File: config.mk
export PLATFORM = sky130hd
export DESIGN_NAME = accumulator_top
export DESIGN_NICKNAME = d
export VERILOG_FILES = /design/src/rtl/accumulator_top.sv
export SDC_FILE = /design/constraint.sdc
export NUM_CORES = 1
export LEC_CHECK = 0
export ABC_AREA = 1
export ABC_CLOCK_PERIOD_IN_PS = 3580
export BUFFER_PORTS_ARGS = -buffer_cell sky130_fd_sc_hd__buf_2
export CORE_MARGIN = 10
export CORE_UTILIZATION = 42
export CTS_CLUSTER_DIAMETER = 100
export CTS_CLUSTER_SIZE = 12
export DETAILED_ROUTE_END_ITERATION = 8
export HOLD_SLACK_MARGIN = 0.1
export PLACE_DENSITY = 0.56
export SLEW_MARGIN = 20
export SYNTH_ARGS = -nofsm -noshare
export SYNTH_HDL_FRONTEND = slang
export SYNTH_SLANG_ARGS = --single-unit
File: constraint.sdc
create_clock -name clk -period 3.58 [get_ports clk]
set_input_delay 0 -clock clk [delete_from_list [all_inputs] [get_ports clk]]
set_output_delay 0 -clock clk [all_outputs]
set_load 0.03 [all_outputs]
File: src/rtl/accumulator_top.sv
// Sums a fixed block of 1024 unsigned 32-bit samples in four interleaved lanes,
// then reduces the lanes in two steps into a registered result that holds until reset.
module accumulator_top (
    input  logic        clk,
    input  logic        clk_core,
    input  logic        reset,
    input  logic [31:0] load,
    output logic [31:0] result
);

    typedef enum logic [1:0] {
        RUN     = 2'd0,
        REDUCE1 = 2'd1,
        REDUCE2 = 2'd2,
        DONE    = 2'd3
    } state_e;

    localparam logic [10:0] LAST_SAMPLE = 11'd1023;

    state_e      state_q, state_d;
    logic [10:0] cnt_q,   cnt_d;
    logic [31:0] lane_q [4];
    logic [31:0] lane_d [4];
    logic [31:0] p0_q, p0_d;
    logic [31:0] p1_q, p1_d;
    logic [31:0] result_q, result_d;

    // Kept only for port-order compatibility; the pin is tied to clk and clocks nothing.
    logic unused_clk_core;
    assign unused_clk_core = clk_core;

    // NOTE: sequential state uses non-blocking assignments so every register
    // samples the pre-edge value of its neighbours.
    always_ff @(posedge clk) begin
        if (reset) begin
            state_q  <= RUN;
            cnt_q    <= '0;
            p0_q     <= '0;
            p1_q     <= '0;
            result_q <= '0;
            for (int i = 0; i < 4; i++) begin
                lane_q[i] <= '0;
            end
        end else begin
            state_q  <= state_d;
            cnt_q    <= cnt_d;
            p0_q     <= p0_d;
            p1_q     <= p1_d;
            result_q <= result_d;
            for (int i = 0; i < 4; i++) begin
                lane_q[i] <= lane_d[i];
            end
        end
    end

    // NOTE: every next-state value defaults to its current value first, so no
    // path through the case statement can infer a latch.
    always_comb begin
        state_d  = state_q;
        cnt_d    = cnt_q;
        p0_d     = p0_q;
        p1_d     = p1_q;
        result_d = result_q;
        for (int i = 0; i < 4; i++) begin
            lane_d[i] = lane_q[i];
        end

        case (state_q)
            RUN: begin
                lane_d[cnt_q[1:0]] = lane_q[cnt_q[1:0]] + load;
                cnt_d              = cnt_q + 11'd1;
                if (cnt_q == LAST_SAMPLE) begin
                    state_d = REDUCE1;
                end
            end
            REDUCE1: begin
                p0_d    = lane_q[0] + lane_q[1];
                p1_d    = lane_q[2] + lane_q[3];
                state_d = REDUCE2;
            end
            REDUCE2: begin
                result_d = p0_q + p1_q;
                state_d  = DONE;
            end
            DONE: begin
                // Result frozen; load is ignored until the next reset.
            end
            default: begin
                state_d = RUN;
            end
        endcase
    end

    assign result = result_q;

endmodule

==> impl_metrics.ini, run 1 <==
[status]
status = completed

[setup_path]
critical_path.startpoint_type = flop
worst_path_dominant_cell_family = compound AO/OA/AOI/OAI gates
worst-r2r-setup-slack_ps = 500
worst_path_max_delay_cell = sky130_fd_sc_hd__xnor2_1
timing.rr.end = lane_q[0][12]$_SDFFE_PP0P_
worst_path_largest_cell_delay_ps = 550
crit_top_cell = sky130_fd_sc_hd__inv_1
cp_num_buf_inv = 3
crit_required_ps = 4040
worst-r2r-cell-count = 11
cp_cell_sequence = buf_4 -> o21ai_0 -> o22ai_1 -> ha_1 -> nand2_1 -> inv_1 -> a21oi_1 -> nand3_1 -> xnor2_1 -> a21o_1 -> inv_1
timing.critical_path.arrival_ps = 3540
path_class = flop to flop
timing.critical_path.fanout_max = 32
critical_path.endpoint_type = flop

[route]
routed.top_layer = met4
met3_wirelength_microns = 3490
drt_pass1_iterations = 5
routed-wl-met2_microns = 29100
ant_nets = 0
route.final.wire_length_microns = 63900
dr.first_iter.drc_count = 1420
route.layer.met1.wl_microns = 29200
viasPerCell = 4.87
routed-via-count = 20172
drt_drc_violations_left = 0
routed_wire_length_per_instance_microns = 15.4

[timing]
rsz0062_at_grt = false
worst_slew_margin_relative_to_its_limit_pct = 38.4
timing.final.ws_setup_ps = 496
transition_at_the_pin_with_the_smallest_max_transition_slack_ps = 925
report.final.hold_viol_count = 0
setup_violations = 0
final_report_max_slew_violation_count = 0
fin_crit_ps = 3080
max_clock_freq_ghz = 0.324
fin_skew_ps = 34.7
tns_ps = 0
post-route-period-util_pct = 86.1

[placed_design]
place_hpwl_microns = 49600
port-buffer-count = 65
gp_congestion = 0.924
placedCellCount = 4097
worst_slack_at_placement_ps = 552

[synthesis]
postSynthAreaPerCell_sq_um = 5.59
synthDistinctLibCells = 34
synthesis.nets = 3670
synth_edf_count = 0
synth_flop_cell = sky130_fd_sc_hd__dfxtp_1
instance_count_of_the_mapped_netlist = 3499
synth_async_reset_ratio_pct = 0
syn_std_cell_area_sq_um = 19600
synth-warning-count = 0
flip_flop_and_latch_count_after_synthesis = 239
synth_sequential_area_ratio_pct = 24.4

[power]
powerDensity_nw_per_um2 = 386
power.ir.vdd_worst_mv = 0.269
lkg_pwr_uw = 0.0128

[global_route]
vias_in_the_first_global_route = 19065
global_route.overflow_total = 0
antenna_found_initial = 0
global_route_wire_length_before_repair_microns = 100000
track_usage_pct = 22.2
grt_max_degree = 197

[cts]
tritoncts_clock_tree = built
clock_tree.buffer_depth = 3
cts_sinks = 239
cts_root_buffer = sky130_fd_sc_hd__clkbuf_16
cts_made_buffers = 24
cts_resized = 0
clkLatencyLatePin_ps = 570
cts.hold.buffers_added = 14
ctsHtreeMaxLevel = 1
clock_input_transition_at_the_sequential_cells_of_the_worst_setup_and_hold_paths_ps = 60
post-cts-setup-buffer-count = 0

[floorplan]
initial_core_util_pct = 42.2
io_pins = 67
area_of_the_die_sq_um = 55600
number_of_rows_created_at_floorplan = 79
floorplan.die.height_microns = 236
design.core.area_sq_um = 46400
die_x_microns = 236

[cells_and_area]
antenna-diode-count = 0
final_cell_count_no_fill = 4139
drive_gt1_share_pct = 3.71
fin_nets = 3702
syn2layout_area_growth_pct = 8.55
fillCellCount = 5114

[min_path]
number_of_cells_traversed_by_the_worst_hold_path = 5
min_delay_worst_endpoint = lane_q[0][3]$_SDFFE_PP0P_
min_path_type = input port to flop
hold_path_startpoint = load[3]

[flow_run]
timing.max_cap.violations = 0
[worst min-delay path, cell delays in order]
cell,delay (ps)
sky130_fd_sc_hd__buf_2,80
sky130_fd_sc_hd__ha_1,230
sky130_fd_sc_hd__xor2_1,160
sky130_fd_sc_hd__o21ai_0,150
sky130_fd_sc_hd__inv_1,40
[cell usage after synthesis, types with 4 or more instances]
master,instances,area (sq um)
sky130_fd_sc_hd__a21o_1,12,90.1
sky130_fd_sc_hd__a21oi_1,102,510
sky130_fd_sc_hd__and2_1,5,31.3
sky130_fd_sc_hd__buf_1,6,22.5
sky130_fd_sc_hd__buf_2,18,90.1
sky130_fd_sc_hd__clkbuf_1,62,233
sky130_fd_sc_hd__dfxtp_1,239,4780
sky130_fd_sc_hd__fa_1,4,80.1
sky130_fd_sc_hd__ha_1,132,1650
sky130_fd_sc_hd__inv_1,684,2570
sky130_fd_sc_hd__nand2_1,1006,3780
sky130_fd_sc_hd__nand2_2,10,62.6
sky130_fd_sc_hd__nand3_1,226,1130
sky130_fd_sc_hd__nand4_1,13,81.3
sky130_fd_sc_hd__nor2_1,653,2450
sky130_fd_sc_hd__nor3_1,10,50.1
sky130_fd_sc_hd__o21ai_0,190,951
sky130_fd_sc_hd__o21bai_1,13,97.6
sky130_fd_sc_hd__o22ai_1,31,194
sky130_fd_sc_hd__xnor2_1,9,78.8
sky130_fd_sc_hd__xor2_1,50,438
[registers in the layout, summed over array words and instances (netlist names), named ones only]
name,flops
state_q,2
cnt_q,11
p0_q,32
p1_q,32
result,32
lane_q,128
[cell type report]
cell class	count	area, sq um	share of cell area [%]
multi-input combinational	2482	11800	55.6
inverter	687	2580	12.1
clock buffer	24	601	2.83
timing repair buffer	97	672	3.16
clock inverter	3	33.8	0.159
sequential	239	4790	22.5
tap	607	759	3.58
[worst max path at each step]
stage	from	end	slack [ps]	cells past startpoint
5_1_grt	flop	lane_q[3][21]$_SDFFE_PP0P_	290	16
2_1_floorplan	flop	lane_q[0][12]$_SDFFE_PP0P_	1100	13
3_5_place_dp	flop	lane_q[2][12]$_SDFFE_PP0P_	550	12
3_3_place_gp	flop	lane_q[3][12]$_SDFFE_PP0P_	610	11
6_report	flop	lane_q[0][12]$_SDFFE_PP0P_	500	11
4_1_cts	flop	lane_q[0][12]$_SDFFE_PP0P_	530	12
[where the power goes]
part / switching [uW] / internal, uW / total, uW
Sequential: 168 / 2840 / 3010
Combinational: 2000 / 905 / 2900
Clock: 1090 / 1190 / 2280
Total: 3260 / 4940 / 8200
[layout by cell type (no fill, tap or decap), types with 4 or more instances in the layout]
| cell | Yosys | layout |
|---|---|---|
| sky130_fd_sc_hd__nand2_1 | 1006 | 1006 |
| sky130_fd_sc_hd__inv_1 | 684 | 683 |
| sky130_fd_sc_hd__nor2_1 | 653 | 653 |
| sky130_fd_sc_hd__dfxtp_1 | 239 | 238 |
| sky130_fd_sc_hd__nand3_1 | 226 | 226 |
| sky130_fd_sc_hd__o21ai_0 | 190 | 190 |
| sky130_fd_sc_hd__ha_1 | 132 | 130 |
| sky130_fd_sc_hd__a21oi_1 | 102 | 102 |
| sky130_fd_sc_hd__buf_2 | 18 | 64 |
| sky130_fd_sc_hd__xor2_1 | 50 | 50 |
| sky130_fd_sc_hd__o22ai_1 | 31 | 31 |
| sky130_fd_sc_hd__clkbuf_16 | 0 | 24 |
| sky130_fd_sc_hd__dlygate4sd3_1 | 0 | 15 |
| sky130_fd_sc_hd__o21bai_1 | 13 | 13 |
| sky130_fd_sc_hd__nand4_1 | 13 | 13 |
| sky130_fd_sc_hd__a21o_1 | 12 | 12 |
| sky130_fd_sc_hd__buf_4 | 1 | 12 |
| sky130_fd_sc_hd__nor3_1 | 10 | 10 |
| sky130_fd_sc_hd__nand2_2 | 10 | 10 |
| sky130_fd_sc_hd__xnor2_1 | 9 | 9 |
| sky130_fd_sc_hd__and2_1 | 5 | 5 |
| sky130_fd_sc_hd__buf_12 | 0 | 5 |
| sky130_fd_sc_hd__fa_1 | 4 | 4 |
[cell families after synthesis]
family / count (synthesis) / share of synthesized area, %
buf+inv: 778 / 15.2
flops: 239 / 24.4
simple gates: 1933 / 39.2
fa+ha+maj: 136 / 8.85
xor+xnor: 60 / 2.72
compound gates: 353 / 9.62
[through the flow]
stage / area (sq um) / power [uW] / util [%] / hold slack [ps]
finish: 21200 / 8200 / 45.8 / 130
floorplan: 19600 / 5010 / - / 323
global route: 21200 / 8740 / 45.8 / 138
CTS: 21200 / 8220 / 45.8 / 103
global placement: 20500 / 5870 / 44.1 / 454
detailed placement: 20500 / 5900 / 44.1 / 453
[layer usage]
layer | GRT usage, % | up-vias
li1 | - | 10651
met5 | 0 | -
met2 | 37.4 | 540
met3 | 2.45 | 100
met4 | 7.50 | 0
met1 | 28.9 | 8881
Note: power is estimated with default switching activity, not from simulation.
==> run 2: changes to the inputs <==
--- a/config.mk
+++ b/config.mk
@@ -8,6 +8,7 @@
 export ABC_AREA = 1
 export ABC_CLOCK_PERIOD_IN_PS = 3580
 export BUFFER_PORTS_ARGS = -buffer_cell sky130_fd_sc_hd__buf_2
+export CORE_ASPECT_RATIO = 1.5
 export CORE_MARGIN = 10
 export CORE_UTILIZATION = 42
 export CTS_CLUSTER_DIAMETER = 100
==> impl_metrics.ini, run 2 (synthesis results as in run 1) <==
[placed_design]
port-buffer-count = 65
gp_congestion = 0.893
placedCellCount = 4076
place_hpwl_microns = 51300

[min_path]
min_delay_worst_endpoint = lane_q[2][22]$_SDFFE_PP0P_
number_of_cells_traversed_by_the_worst_hold_path = 7
min_path_type = input port to flop
hold_path_startpoint = load[22]

[floorplan]
io_pins = 67
floorplan.die.height_microns = 284
die_x_microns = 196
design.core.area_sq_um = 45900
area_of_the_die_sq_um = 55800
number_of_rows_created_at_floorplan = 96
initial_core_util_pct = 42.7

[cts]
cts_made_buffers = 23
cts.hold.buffers_added = 15
clock_input_transition_at_the_sequential_cells_of_the_worst_setup_and_hold_paths_ps = 60
cts_resized = 0
cts_sinks = 239
clock_tree.buffer_depth = 3
post-cts-setup-buffer-count = 0
clkLatencyLatePin_ps = 570
tritoncts_clock_tree = built
cts_root_buffer = sky130_fd_sc_hd__clkbuf_16
ctsHtreeMaxLevel = 1

[timing]
fin_skew_ps = 25.6
worst_slew_margin_relative_to_its_limit_pct = 43.9
post-route-period-util_pct = 86.6
setup_violations = 0
tns_ps = 0
report.final.hold_viol_count = 0
transition_at_the_pin_with_the_smallest_max_transition_slack_ps = 835
fin_crit_ps = 3100
rsz0062_at_grt = false
final_report_max_slew_violation_count = 0
max_clock_freq_ghz = 0.323

[cells_and_area]
fin_nets = 3699
syn2layout_area_growth_pct = 8.30
most_frequent_cells_in_the_layout = sky130_fd_sc_hd__nand2_1 (1,006), sky130_fd_sc_hd__inv_1 (683), sky130_fd_sc_hd__nor2_1 (653), sky130_fd_sc_hd__dfxtp_1 (238), sky130_fd_sc_hd__nand3_1 (226)
drive_gt1_share_pct = 3.57
final_cell_count_no_fill = 4116
multiInputGateArea_sq_um = 11800
fillCellCount = 5113
largest-register = lane_q
layout_commonest_cell = sky130_fd_sc_hd__nand2_1
antenna-diode-count = 0
seq_area_sq_um = 4790
largest_register_ffs = 128

[setup_path]
critical_path.endpoint_type = flop
worst-r2r-cell-count = 15
cp_cell_sequence = inv_1 -> o21ai_0 -> o22ai_1 -> ha_1 -> fa_1 -> nand3_1 -> nand3_1 -> nand2_1 -> nand3_1 -> nand2_1 -> nand3_1 -> nand2_1 -> nand3_1 -> nand2_1 -> inv_1
crit_top_cell = sky130_fd_sc_hd__nand3_1
timing.critical_path.arrival_ps = 3550
critical_path.startpoint_type = flop
cp_num_buf_inv = 2
worst_path_largest_cell_delay_ps = 480
worst-r2r-setup-slack_ps = 480
crit_required_ps = 4030
timing.rr.end = lane_q[1][24]$_SDFFE_PP0P_
worst_path_max_delay_cell = sky130_fd_sc_hd__fa_1
path_class = flop to flop
timing.critical_path.fanout_max = 17
worst_path_dominant_cell_family = simple AND/OR/NAND/NOR gates

[route]
dr.first_iter.drc_count = 1232
routed_wire_length_per_instance_microns = 15.7
route.final.wire_length_microns = 64600
ant_nets = 0
routed-via-count = 20124
drt_drc_violations_left = 0
drt_pass1_iterations = 6
viasPerCell = 4.89

[global_route]
global_route_wire_length_before_repair_microns = 102000
track_usage_pct = 22.6
vias_in_the_first_global_route = 19353
antenna_found_initial = 0
grt_max_degree = 111
global_route.overflow_total = 0

[flow_run]
timing.max_cap.violations = 0

[power]
lkg_pwr_uw = 0.0128
power.total_uw = 8110
powerDensity_nw_per_um2 = 383
power.ir.vdd_worst_mv = 0.317

[status]
status = completed
==> run 2: cell count changes in the layout (fill, tap and decap cells not counted), sizes merged <==
cell | before | now
buf | 82 | 80
clkinv | 5 | 3
==> run 2: tightest hold or removal path, cell delays in order <==
cell	delay, ps
sky130_fd_sc_hd__buf_2	90
sky130_fd_sc_hd__ha_1	200
sky130_fd_sc_hd__inv_1	70
sky130_fd_sc_hd__nand2_2	110
sky130_fd_sc_hd__nand3_1	80
sky130_fd_sc_hd__nand2_1	60
sky130_fd_sc_hd__inv_1	30
==> run 2: cell type report <==
cell class                 instances  share of cell area [%]
clock buffer                      24                    2.73
clock inverter                     1                  0.0945
inverter                         687                    12.2
multi-input combinational       2482                    55.7
sequential                       239                    22.6
tap                              588                    3.47
timing repair buffer              95                    3.22
==> run 2: metrics by stage <==
step                hold slack [ps]  area (sq um)  setup slack (ps)  util (%)
global route                    185         21200               131      46.2
detailed placement              455         20400               493      44.6
CTS                             105         21200               488      46.2
floorplan                       323         19600              1100         -
global placement                454         20400               506      44.6
finish                          131         21200               480      46.2
==> run 2: worst max path at each step <==
stage / startpoint / to / cells after the start
floorplan: flop / lane_q[0][12]$_SDFFE_PP0P_ / 13
global placement: flop / lane_q[1][27]$_SDFFE_PP0P_ / 17
detailed placement: flop / lane_q[3][12]$_SDFFE_PP0P_ / 12
CTS: flop / lane_q[1][27]$_SDFFE_PP0P_ / 16
global route: flop / lane_q[1][30]$_SDFFE_PP0P_ / 16
finish: flop / lane_q[1][24]$_SDFFE_PP0P_ / 15
==> run 2: metal layers <==
| layer | GRT usage [%] | vias up | share of wire [%] |
|---|---|---|---|
| li1 | - | 10652 | - |
| met1 | 25.4 | 8896 | 40 |
| met2 | 40.9 | 458 | 50 |
| met3 | 2.79 | 118 | 4.7 |
| met4 | 11.3 | 0 | 5.4 |
| met5 | 0 | - | 0 |
==> run 2: power breakdown <==
part	total, uW	leakage (uW)	switching [uW]	internal, uW
Combinational	2880	0.0106	1970	905
Clock	2220	0.000294	1080	1150
Sequential	3010	0.00195	165	2840
Total	8110	0.0128	3210	4890
==> run 3: changes to the inputs <==
--- a/config.mk
+++ b/config.mk
@@ -11,11 +11,11 @@
 export CORE_ASPECT_RATIO = 1.5
 export CORE_MARGIN = 10
 export CORE_UTILIZATION = 42
+export CTS_BUF_LIST = sky130_fd_sc_hd__clkbuf_4 sky130_fd_sc_hd__clkbuf_8 sky130_fd_sc_hd__clkbuf_16
 export CTS_CLUSTER_DIAMETER = 100
 export CTS_CLUSTER_SIZE = 12
 export DETAILED_ROUTE_END_ITERATION = 8
 export HOLD_SLACK_MARGIN = 0.1
-export PLACE_DENSITY = 0.56
 export SLEW_MARGIN = 20
 export SYNTH_ARGS = -nofsm -noshare
 export SYNTH_HDL_FRONTEND = slang
==> impl_metrics.ini, run 3 (synthesis results as in run 1) <==
[timing]
rsz0062_at_grt = false
fin_skew_ps = 12.1
post-route-period-util_pct = 84.0
setup_violations = 0
timing.final.ws_setup_ps = 574
final_report_max_slew_violation_count = 0
tns_ps = 0
max_clock_freq_ghz = 0.333
report.final.hold_viol_count = 0
transition_at_the_pin_with_the_smallest_max_transition_slack_ps = 809
worst_slew_margin_relative_to_its_limit_pct = 45.7
fin_crit_ps = 3010

[floorplan]
area_of_the_die_sq_um = 55800
initial_core_util_pct = 42.7
number_of_rows_created_at_floorplan = 96
floorplan.die.height_microns = 284
io_pins = 67
design.core.area_sq_um = 45900
die_x_microns = 196

[setup_path]
crit_required_ps = 4030
critical_path.endpoint_type = flop
crit_top_cell = sky130_fd_sc_hd__nand3_1
timing.critical_path.fanout_max = 59
worst_path_max_delay_cell = sky130_fd_sc_hd__fa_1
timing.critical_path.arrival_ps = 3460
critical_path.startpoint_type = flop
worst_path_dominant_cell_family = simple AND/OR/NAND/NOR gates
cp_cell_sequence = clkinv_1 -> buf_12 -> o21ai_0 -> o22ai_1 -> fa_1 -> nand3_1 -> nand3_1 -> nand3_1 -> nand3_1 -> xnor2_1 -> a21o_1 -> inv_1
cp_num_buf_inv = 3
worst_path_largest_cell_delay_ps = 500
path_class = flop to flop

[placed_design]
detailed_place.area_sq_um = 20500
worst_slack_at_placement_ps = 647
gp_congestion = 0.965
place_hpwl_microns = 48200
port-buffer-count = 65

[cells_and_area]
largest_register_ffs = 128
fillCellCount = 5173
seq_area_sq_um = 4790
most_frequent_cells_in_the_layout = sky130_fd_sc_hd__nand2_1 (1,006), sky130_fd_sc_hd__inv_1 (684), sky130_fd_sc_hd__nor2_1 (653), sky130_fd_sc_hd__dfxtp_1 (238), sky130_fd_sc_hd__nand3_1 (226)
syn2layout_area_growth_pct = 8.28
design_area_sq_um = 21200
largest-register = lane_q
layout_commonest_cell = sky130_fd_sc_hd__nand2_1
fin_nets = 3699
drive_gt1_share_pct = 3.66
antenna-diode-count = 0
multiInputGateArea_sq_um = 11800

[cts]
tritoncts_clock_tree = built
cts_root_buffer = sky130_fd_sc_hd__clkbuf_16
cts_resized = 0
cts.hold.buffers_added = 12
cts_sinks = 239
ctsHtreeMaxLevel = 1
clock_tree.buffer_depth = 3
clock_input_transition_at_the_sequential_cells_of_the_worst_setup_and_hold_paths_ps = 70
clkLatencyLatePin_ps = 550
post-cts-setup-buffer-count = 0
cts_made_buffers = 23

[power]
lkg_pwr_uw = 0.0128
powerDensity_nw_per_um2 = 381
power.ir.vdd_worst_mv = 0.302

[global_route]
track_usage_pct = 21.7
global_route.overflow_total = 0
grt_max_degree = 112
antenna_found_initial = 0
global_route_wire_length_before_repair_microns = 98800
vias_in_the_first_global_route = 18953

[route]
dr.first_iter.drc_count = 1125
ant_nets = 0
drt_pass1_iterations = 5
viasPerCell = 4.84
route.final.wire_length_microns = 61800
routed_wire_length_per_instance_microns = 15.0
routed-via-count = 19934
drt_drc_violations_left = 0

[min_path]
min_path_type = input port to flop

[status]
status = completed

[flow_run]
timing.max_cap.violations = 0
run 3: cell types whose count changed in the layout (fill, tap and decap cells not counted), sizes merged:
cell	previous run	this run
buf	80	83
dlygate4sd3	15	12
run 3: final timing paths:
check                          endpoint  cells past startpoint                   start  slack, ps
max reg2reg  lane_q[3][12]$_SDFFE_PP0P_                     12                    flop        570
min          lane_q[0][15]$_SDFFE_PP0P_                      5                load[15]        130
min reg2reg      result[9]$_SDFFE_PP0N_                      2  result[9]$_SDFFE_PP0N_        490
max          lane_q[3][12]$_SDFFE_PP0P_                     12                    flop        570
run 3: final cells by class:
| cell class | instances | area share (%) |
|---|---|---|
| multi-input combinational | 2482 | 55.8 |
| sequential | 239 | 22.6 |
| inverter | 687 | 12.2 |
| tap | 588 | 3.47 |
| timing repair buffer | 95 | 3.18 |
| clock buffer | 24 | 2.75 |
| clock inverter | 1 | 0.0413 |
run 3: through the flow:
stage | cells | total power, uW | hold slack, ps | util [%]
final | 4116 | 8070 | 125 | 46.2
after CTS | 4116 | 8120 | 106 | 46.2
after global placement | 4079 | 5860 | 454 | 44.6
after global routing | 4116 | 8610 | 171 | 46.2
after detailed placement | 4079 | 5860 | 454 | 44.6
after floorplan | 3499 | 5010 | 323 | -
run 3: worst reg2reg max path: stages, from the launching register on:
cell                       delay (ps)
sky130_fd_sc_hd__dfxtp_2          350
sky130_fd_sc_hd__clkinv_1         150
sky130_fd_sc_hd__buf_12           220
sky130_fd_sc_hd__o21ai_0          190
sky130_fd_sc_hd__o22ai_1          180
sky130_fd_sc_hd__fa_1             510
sky130_fd_sc_hd__nand3_1          110
sky130_fd_sc_hd__nand3_1          180
sky130_fd_sc_hd__nand3_1          130
sky130_fd_sc_hd__nand3_1          190
sky130_fd_sc_hd__xnor2_1          490
sky130_fd_sc_hd__a21o_1           180
sky130_fd_sc_hd__inv_1             30
run 3: report_power, final:
part	total, uW	internal, uW	leakage [uW]	switching (uW)
clock	2210	1140	0.000293	1060
combinational	2860	906	0.0106	1950
sequential	3010	2840	0.00195	163
total	8070	4890	0.0128	3180
run 3: per-layer routing:
layer | share of wire [%] | vias up | wire, microns | GRT usage [%]
li1 | - | 10640 | - | -
met1 | 43 | 8778 | 26500 | 25.7
met2 | 49 | 394 | 30300 | 38.9
met3 | 3.6 | 122 | 2200 | 1.63
met4 | 4.4 | 0 | 2750 | 9.76
met5 | 0 | - | 0 | 0
